<file path="config.mk">
export PLATFORM = sky130hd
export DESIGN_NAME = fifo_param
export DESIGN_NICKNAME = d
export VERILOG_FILES = /design/src/rtl/fifo_param.sv
export SDC_FILE = /design/constraint.sdc
export NUM_CORES = 1
export LEC_CHECK = 0
export ABC_AREA = 1
export BUFFER_PORTS_ARGS = -buffer_cell sky130_fd_sc_hd__buf_2
export CAP_MARGIN = 20
export CORE_ASPECT_RATIO = 0.5
export CORE_MARGIN = 2
export CORE_UTILIZATION = 35
export CTS_CLUSTER_DIAMETER = 60
export CTS_CLUSTER_SIZE = 16
export DETAILED_ROUTE_END_ITERATION = 10
export PLACE_DENSITY = 0.6
export SLEW_MARGIN = 20
export SYNTH_ARGS = -nofsm -noshare
export SYNTH_HDL_FRONTEND = slang
export SYNTH_SLANG_ARGS = --single-unit
</file>
<file path="constraint.sdc">
create_clock -name clk -period 3.36 [get_ports clk]
set_input_delay 0.168 -clock clk [delete_from_list [all_inputs] [get_ports clk]]
set_output_delay 0.168 -clock clk [all_outputs]
set_load 0.01 [all_outputs]
</file>
<file path="src/rtl/fifo_param.sv">
// Synchronous single-clock FIFO with occupancy count, programmable almost-full/empty
// levels, sticky overflow/underflow flags and a registered read port.
module fifo_param #(
   parameter int DATA_W = 8,
   parameter int ADDR_W = 4
) (
   input  logic              clk,
   input  logic              rst,
   input  logic              wr,
   input  logic [DATA_W-1:0] wr_in,
   input  logic              rd,
   output logic [DATA_W-1:0] rd_out,
   output logic              rd_valid,
   output logic              full,
   output logic              empty,
   output logic [ADDR_W:0]   count,
   input  logic [ADDR_W:0]   af_thresh,
   input  logic [ADDR_W:0]   ae_thresh,
   output logic              almost_full,
   output logic              almost_empty,
   output logic              overflow,
   output logic              underflow,
   input  logic              err_clr
);

   localparam int             DEPTH_N = 1 << ADDR_W;
   localparam logic [ADDR_W:0] DEPTH  = {1'b1, {ADDR_W{1'b0}}};
   localparam logic [ADDR_W:0] ONE    = {{ADDR_W{1'b0}}, 1'b1};

   if (ADDR_W < 2 || ADDR_W > 12) begin : g_bad_addr_w
      $error("fifo_param: ADDR_W must be in 2..12");
   end

   logic [DATA_W-1:0] mem [0:DEPTH_N-1];
   logic [ADDR_W:0]   wptr, rptr;
   logic [1:0]        rst_q;
   logic              rst_i;
   logic              wr_ok, rd_ok;

   // Reset asserts immediately, releases two edges after rst rises.
   always_ff @(posedge clk or negedge rst) begin
      if (!rst) rst_q <= 2'b00;
      else      rst_q <= {rst_q[0], 1'b1};
   end
   assign rst_i = rst_q[1];

   assign count        = wptr - rptr;
   assign full         = (count == DEPTH);
   assign empty        = (count == '0);
   assign almost_full  = (count >= af_thresh);
   assign almost_empty = (count <= ae_thresh);

   assign wr_ok = wr && !full;
   assign rd_ok = rd && !empty;

   always_ff @(posedge clk) begin
      if (wr_ok) mem[wptr[ADDR_W-1:0]] <= wr_in;
   end

   always_ff @(posedge clk or negedge rst_i) begin
      if (!rst_i) begin
         wptr      <= '0;
         rptr      <= '0;
         rd_out    <= '0;
         rd_valid  <= 1'b0;
         overflow  <= 1'b0;
         underflow <= 1'b0;
      end else begin
         if (wr_ok) wptr <= wptr + ONE;
         if (rd_ok) begin
            rptr   <= rptr + ONE;
            rd_out <= mem[rptr[ADDR_W-1:0]];
         end
         rd_valid <= rd_ok;
         // A new error wins over a coincident clear.
         if (wr && full)   overflow  <= 1'b1;
         else if (err_clr) overflow  <= 1'b0;
         if (rd && empty)  underflow <= 1'b1;
         else if (err_clr) underflow <= 1'b0;
      end
   end

endmodule

</file>
==> results.yml, run 1 <==
cts:
  clock_tree.root_cell: "clkbuf_16"
  cts_tree: "built"
  numCtsBuffers: 17
  cts.sinks: 151
  clock_path_buffers: 2
  htreeDepth: 4
  ctsResizeCount: 0
  ctsHoldBuffers: 2
  postCtsSetupRepairBufs: 0
  clkLatencyLatePin_ns: 0.43
  clkSlewWorstSetupHoldPaths_ns: 0.06
floorplanning:
  dieArea_sq_um: 20000
  io_pins: 43
  start_util_pct: 35.7
  die_x_um: 198
  rows: 35
  die_y_um: 101
  core-area_sq_um: 18400
sta:
  worst_pin_slew_ns: 0.894
  hold_ws_ns: 0.0241
  slew_violations: 0
  final-setup-viol-count: 0
  fmaxAchievable_mhz: 321
  max_slew_margin_pct: 40.4
  tns_ns: 0
  fin_skew_ns: 0.0119
  min_period_ns: 3.11
  rsz0062_at_grt: "no"
  fin_crit_sh_pct: 92.6
  hold_violations: 0
min_path:
  min_from: "rd"
  hp-class: "input pin to flip-flop"
  min_path_cells: 3
  min_to: "underflow"
power:
  p_comb_share_pct: 41.8
  p_leak_nw: 2.88
  p_clk_share_pct: 24.3
  ir_drop_v: 0.000479
  power_frac_seq_pct: 33.9
  p_switching_mw: 2.96
  power_density_nw_per_um2: 942
  p_total_mw: 7.23
  p_int_mw: 4.27
  netSwitchingFraction_pct: 40.9
worst_setup_path:
  reg2reg_depth: 10
  r2r-end: "mem[2][3]"
  cp.arrival_ns: 2.94
  cp_data_required_time_ns: 3.19
  crit_path_start_kind: "flip-flop"
  end_kind: "output port"
  reg2reg_slack_ns: 0.41
  worstSetupPathType: "flip-flop to output port"
  crit_fanout: 13
  r2r_start: "rptr[2]"
final_layout:
  nNetsFinal: 663
  utilization_pct: 41.7
  layout_common_cells: "edfxtp_1 (128), nor2_1 (84), nand2_1 (77)"
  diodes: 0
  synthToLayoutAreaGrowth_pct: 16.8
  layout-drive-gt1-share_pct: 17.1
  final_common_cell: "edfxtp_1"
global_route:
  grt_start_max_net_pins: 68
  grt_pass1_wl_um: 23700
  overflow: 0
  gr-usage-all-layers_pct: 16.1
  antenna_found_initial: 0
  grt_pass1_vias: 4214
detailed_routing:
  drtIter0Drc: 399
  vias: 4376
  wl_per_cell_um: 17.6
  firstDrtPassIters: 5
  wirelength_um: 15500
  viasPerCell: 5.00
  antenna_left: 0
  drc: 0
synthesis:
  syn_area_sq_um: 6570
  synth_largest_area_cell: "edfxtp_1"
  ys_warn_count: 0
  netlist-cell-type-count: 35
  synth_seq_cells: 151
  synth_top_cells_by_area: "edfxtp_1 (58%), dfrtp_1 (8.8%), nor2_1 (4.8%)"
  synth_top_area_share_pct: 58.5
  seq_area_frac_synth_pct: 67.3
  avgSynthCellArea_sq_um: 11.7
  netlist_instances: 564
  syn_nets: 604
place:
  portBuffers: 42
  routabilityCongestion: 0.851
  hpwl_um: 10100
job:
  maxCapViolCount: 0
status:
  outcome: "finished, final reports clean"
registers in the layout (all words and copies together), names as in the netlist:
| signal | count |
|---|---|
| overflow | 1 |
| rst_q | 2 |
| wptr | 5 |
| rd_out | 8 |
| rd_valid | 1 |
| rptr | 5 |
| mem | 128 |
| underflow | 1 |
power groups by stage:
stage                     clock network [mW]  registers (mW)  logic (mW)
after CTS                               1.79            2.45        3.04
after detailed placement                   0            2.49        3.02
after global routing                    1.87            2.47        3.38
after floorplan                            0            2.48        2.08
after global placement                     0            2.48        3.00
final                                   1.76            2.45        3.02
cell families after synthesis:
logic type,count (synthesis),synth area share [%]
simple gates,216,14.0
flops,151,67.3
compound gates,107,9.29
buf+inv,61,4.00
fa+ha+maj,17,3.35
xor+xnor,11,2.04
other cells,1,0.0571
worst max-delay path, cell delays in order, from the launching register on:
cell	delay [ns]
dfrtp_1	0.59
inv_2	0.20
ha_1	0.43
nand3_1	0.10
nand2_1	0.15
xor2_4	0.29
ha_1	0.33
nand3_1	0.10
nand2_1	0.05
inv_1	0.04
nand3_1	0.07
nand2_1	0.05
buf_2	0.12
per-stage QoR:
| step | cell area [sq um] | std cells | worst slack [ns] |
|---|---|---|---|
| after floorplan | 6570 | 564 | 0.351 |
| after global placement | 7120 | 842 | 0.508 |
| after detailed placement | 7120 | 842 | 0.454 |
| after CTS | 7680 | 876 | 0.219 |
| after global routing | 7680 | 876 | 0.0676 |
| final | 7680 | 876 | 0.248 |
cell type report:
type                    instances  area, sq um
well taps                     240          300
clock inverters                15          114
multi-input cells             352         1890
fillers                      1702        10700
repair buffers                 66          395
inverters                      35          131
clock buffers                  17          425
flip-flops and latches        151         4420
synth_stat cells:
cell	number
a21boi_0	1
a21oi_1	3
and2_1	1
buf_1	1
buf_2	9
buf_6	3
clkbuf_1	13
clkinv_1	1
conb_1	1
dfrtp_1	23
edfxtp_1	128
fa_1	1
ha_1	16
inv_1	29
inv_2	5
nand2_1	77
nand2_2	2
nand2_4	1
nand3_1	29
nand3_2	1
nand3b_1	1
nand4_1	2
nor2_1	84
nor2_4	1
nor2_8	1
nor3_1	16
o211ai_1	16
o21ai_0	40
o21ai_1	29
o21ai_4	1
o22ai_1	17
xnor2_1	3
xnor2_4	1
xor2_1	6
xor2_4	1
how the worst max path moves through the flow:
stage | slack (ns) | endpoint | depth (start not counted) | from
detailed placement | 0.45 | mem[2][4] | 10 | rptr[2]
finish | 0.25 | almost_empty | 12 | rptr[2]
CTS | 0.22 | almost_empty | 12 | rptr[2]
global placement | 0.51 | mem[2][1] | 10 | rptr[2]
global route | 0.07 | almost_empty | 12 | rptr[2]
floorplan | 0.35 | mem[12][0] | 9 | rptr[1]
layer usage:
layer,vias up,part of all wire (%),track usage [%]
li1,2111,-,-
met1,2107,48,22.2
met2,137,45,24.9
met3,21,6.1,4.08
met4,0,1.5,5.61
met5,-,0,0
(Power assumes the default switching activity.)
==> run 2, diff against run 1 <==
CORE_MARGIN = not set   (was 2)
GPL_TIMING_DRIVEN = 0   (was not set)
==> run 2 against run 1 <==
Against the previous run:
- global-route usage is 1.1 points higher
- via count is 2.8% higher
- maximum frequency is 0.86% lower
- sequential share of layout area is 0.83 points lower
- sequential power hardly changed
- combinational power is 6% higher
- clock power is 7% higher
- register-to-register slack worse by 0.19 ns
- largest power group unchanged
==> results.yml, run 2 (synthesis results as in run 1) <==
floorplanning:
  die_y_um: 98.9
  start_util_pct: 36.8
  dieArea_sq_um: 19400
  rows: 34
  die_x_um: 196
  core-area_sq_um: 17900
  io_pins: 43
global_route:
  grt_pass1_vias: 4338
  grt_pass1_wl_um: 24400
  grt_start_max_net_pins: 22
  overflow: 0
  antenna_found_initial: 0
  gr-usage-all-layers_pct: 17.2
sta:
  slew_violations: 0
  fmaxAchievable_mhz: 319
  hold_violations: 0
  setup_ws_ns: 0.221
  hold_ws_ns: 0.0250
  final-setup-viol-count: 0
  max_slew_margin_pct: 40.3
  rsz0062_at_grt: "no"
  worst_pin_slew_ns: 0.896
  min_period_ns: 3.14
  fin_crit_sh_pct: 93.4
  fin_skew_ns: 0.00910
detailed_routing:
  viasPerCell: 5.15
  drtIter0Drc: 384
  firstDrtPassIters: 5
  vias: 4498
  drc: 0
  wirelength_um: 15700
  antenna_left: 0
  wl_per_cell_um: 17.9
final_layout:
  largest_reg_flops: 128
  layout-drive-gt1-share_pct: 18.8
  final_common_cell: "edfxtp_1"
  regArea_sq_um: 4420
  nNetsFinal: 666
  utilization_pct: 43.6
  layout_common_cells: "edfxtp_1 (128), nor2_1 (83), nand2_1 (77)"
  synthToLayoutAreaGrowth_pct: 18.5
  n_fill_cell: 1669
  diodes: 0
  instances_no_fill: 873
  multi_input_area_sq_um: 1990
cts:
  cts_tree: "built"
  clkLatencyLatePin_ns: 0.42
  numCtsBuffers: 17
  htreeDepth: 4
  clock_path_buffers: 2
  clkSlewWorstSetupHoldPaths_ns: 0.06
  cts.sinks: 151
  clock_tree.root_cell: "clkbuf_16"
place:
  post-place-ws_ns: -0.529
  hpwl_um: 10800
  dp_cells: 840
  routabilityCongestion: 0.912
  portBuffers: 42
job:
  maxCapViolCount: 0
worst_setup_path:
  crit_fanout: 10
  slowest_delay_ns: 0.63
  crit_slowest_cell: "nor3_2"
  worstPathCellList: "inv_2, ha_1, inv_1, fa_1, xor2_1, nor3_1, nand3_2, nand2_4, buf_6, nor3_2"
  cp.arrival_ns: 3.19
  cp_data_required_time_ns: 3.41
  reg2reg_depth: 10
  end_kind: "flip-flop"
  worstSetupPathType: "flip-flop to flip-flop"
  crit_path_start_kind: "flip-flop"
min_path:
  hp-class: "input pin to flip-flop"
  min_path_cells: 3
power:
  p_leak_nw: 2.87
  ir_drop_v: 0.000484
  power_density_nw_per_um2: 967
  p_total_mw: 7.53
status:
  outcome: "finished, final reports clean"
==> run 2: cell types whose count changed in the layout (fill, tap and decap cells not counted), sizes merged <==
| cell | previous run | this run |
|---|---|---|
| clkbuf | 17 | 28 |
| buf | 64 | 56 |
| inv | 41 | 38 |
| clkinvlp | 2 | 4 |
| bufinv | 0 | 1 |
==> run 2: path summary, 6_finish.rpt <==
check | from | to | slack [ns]
hold / removal | wr | overflow | 0.02
setup reg to reg | wptr[0] | mem[5][7] | 0.22
hold reg to reg | rst_q[0] | rst_q[1] | 0.35
setup / recovery | wptr[0] | mem[5][7] | 0.22
min in group asynchronous | rst | rst_q[0] | 0.06
max in group asynchronous | rst_q[1] | rptr[1] | 2.38
==> run 2: metrics by stage <==
stage | TNS [ns] | cell area [sq um]
after floorplan | 0 | 6570
after global placement | -63.37 | 7070
after detailed placement | -28.74 | 7140
after CTS | 0 | 7780
after global routing | 0 | 7790
final | 0 | 7790
==> run 2: layout make-up <==
type	instances	share of cell area, %
repair buffers	45	3.05
clock inverters	15	2.15
well taps	234	3.76
inverters	35	1.73
clock buffers	17	5.46
plain buffers	24	1.59
multi-input cells	352	25.5
flip-flops and latches	151	56.8
==> run 2: critical path, delay by kind of cell, from the launching register on <==
kind	cells	cell delay, ns
adder cells (fa/ha/maj)	2	0.58
AND/OR/NAND/NOR	4	1.02
flip-flops	1	0.43
buffers and inverters	3	0.37
XOR/XNOR	1	0.37
==> run 2: per-layer routing <==
layer  global-route usage (%)  wire (um)  vias to the layer above  share of wire [%]
met5                        0          0                        -                  0
li1                         -          -                     2114                  -
met3                     4.45       1140                       25                7.3
met1                     24.0       7290                     2201                 47
met2                     26.0       6880                      158                 44
met4                     6.55        345                        0                2.2
==> run 2: timing repair <==
action,CTS,global route
endpoints found under the hold margin,4,0
gates resized for setup,4,5
setup endpoints to repair,131,45
hold buffers,2,0
setup buffers,1,0
==> run 2: report_power, final <==
group	leakage [nW]	internal, mW	total [mW]	switching, mW
Sequential	1.44	2.31	2.46	0.152
Clock	0.281	1.05	1.88	0.826
Combinational	1.15	1.05	3.19	2.15
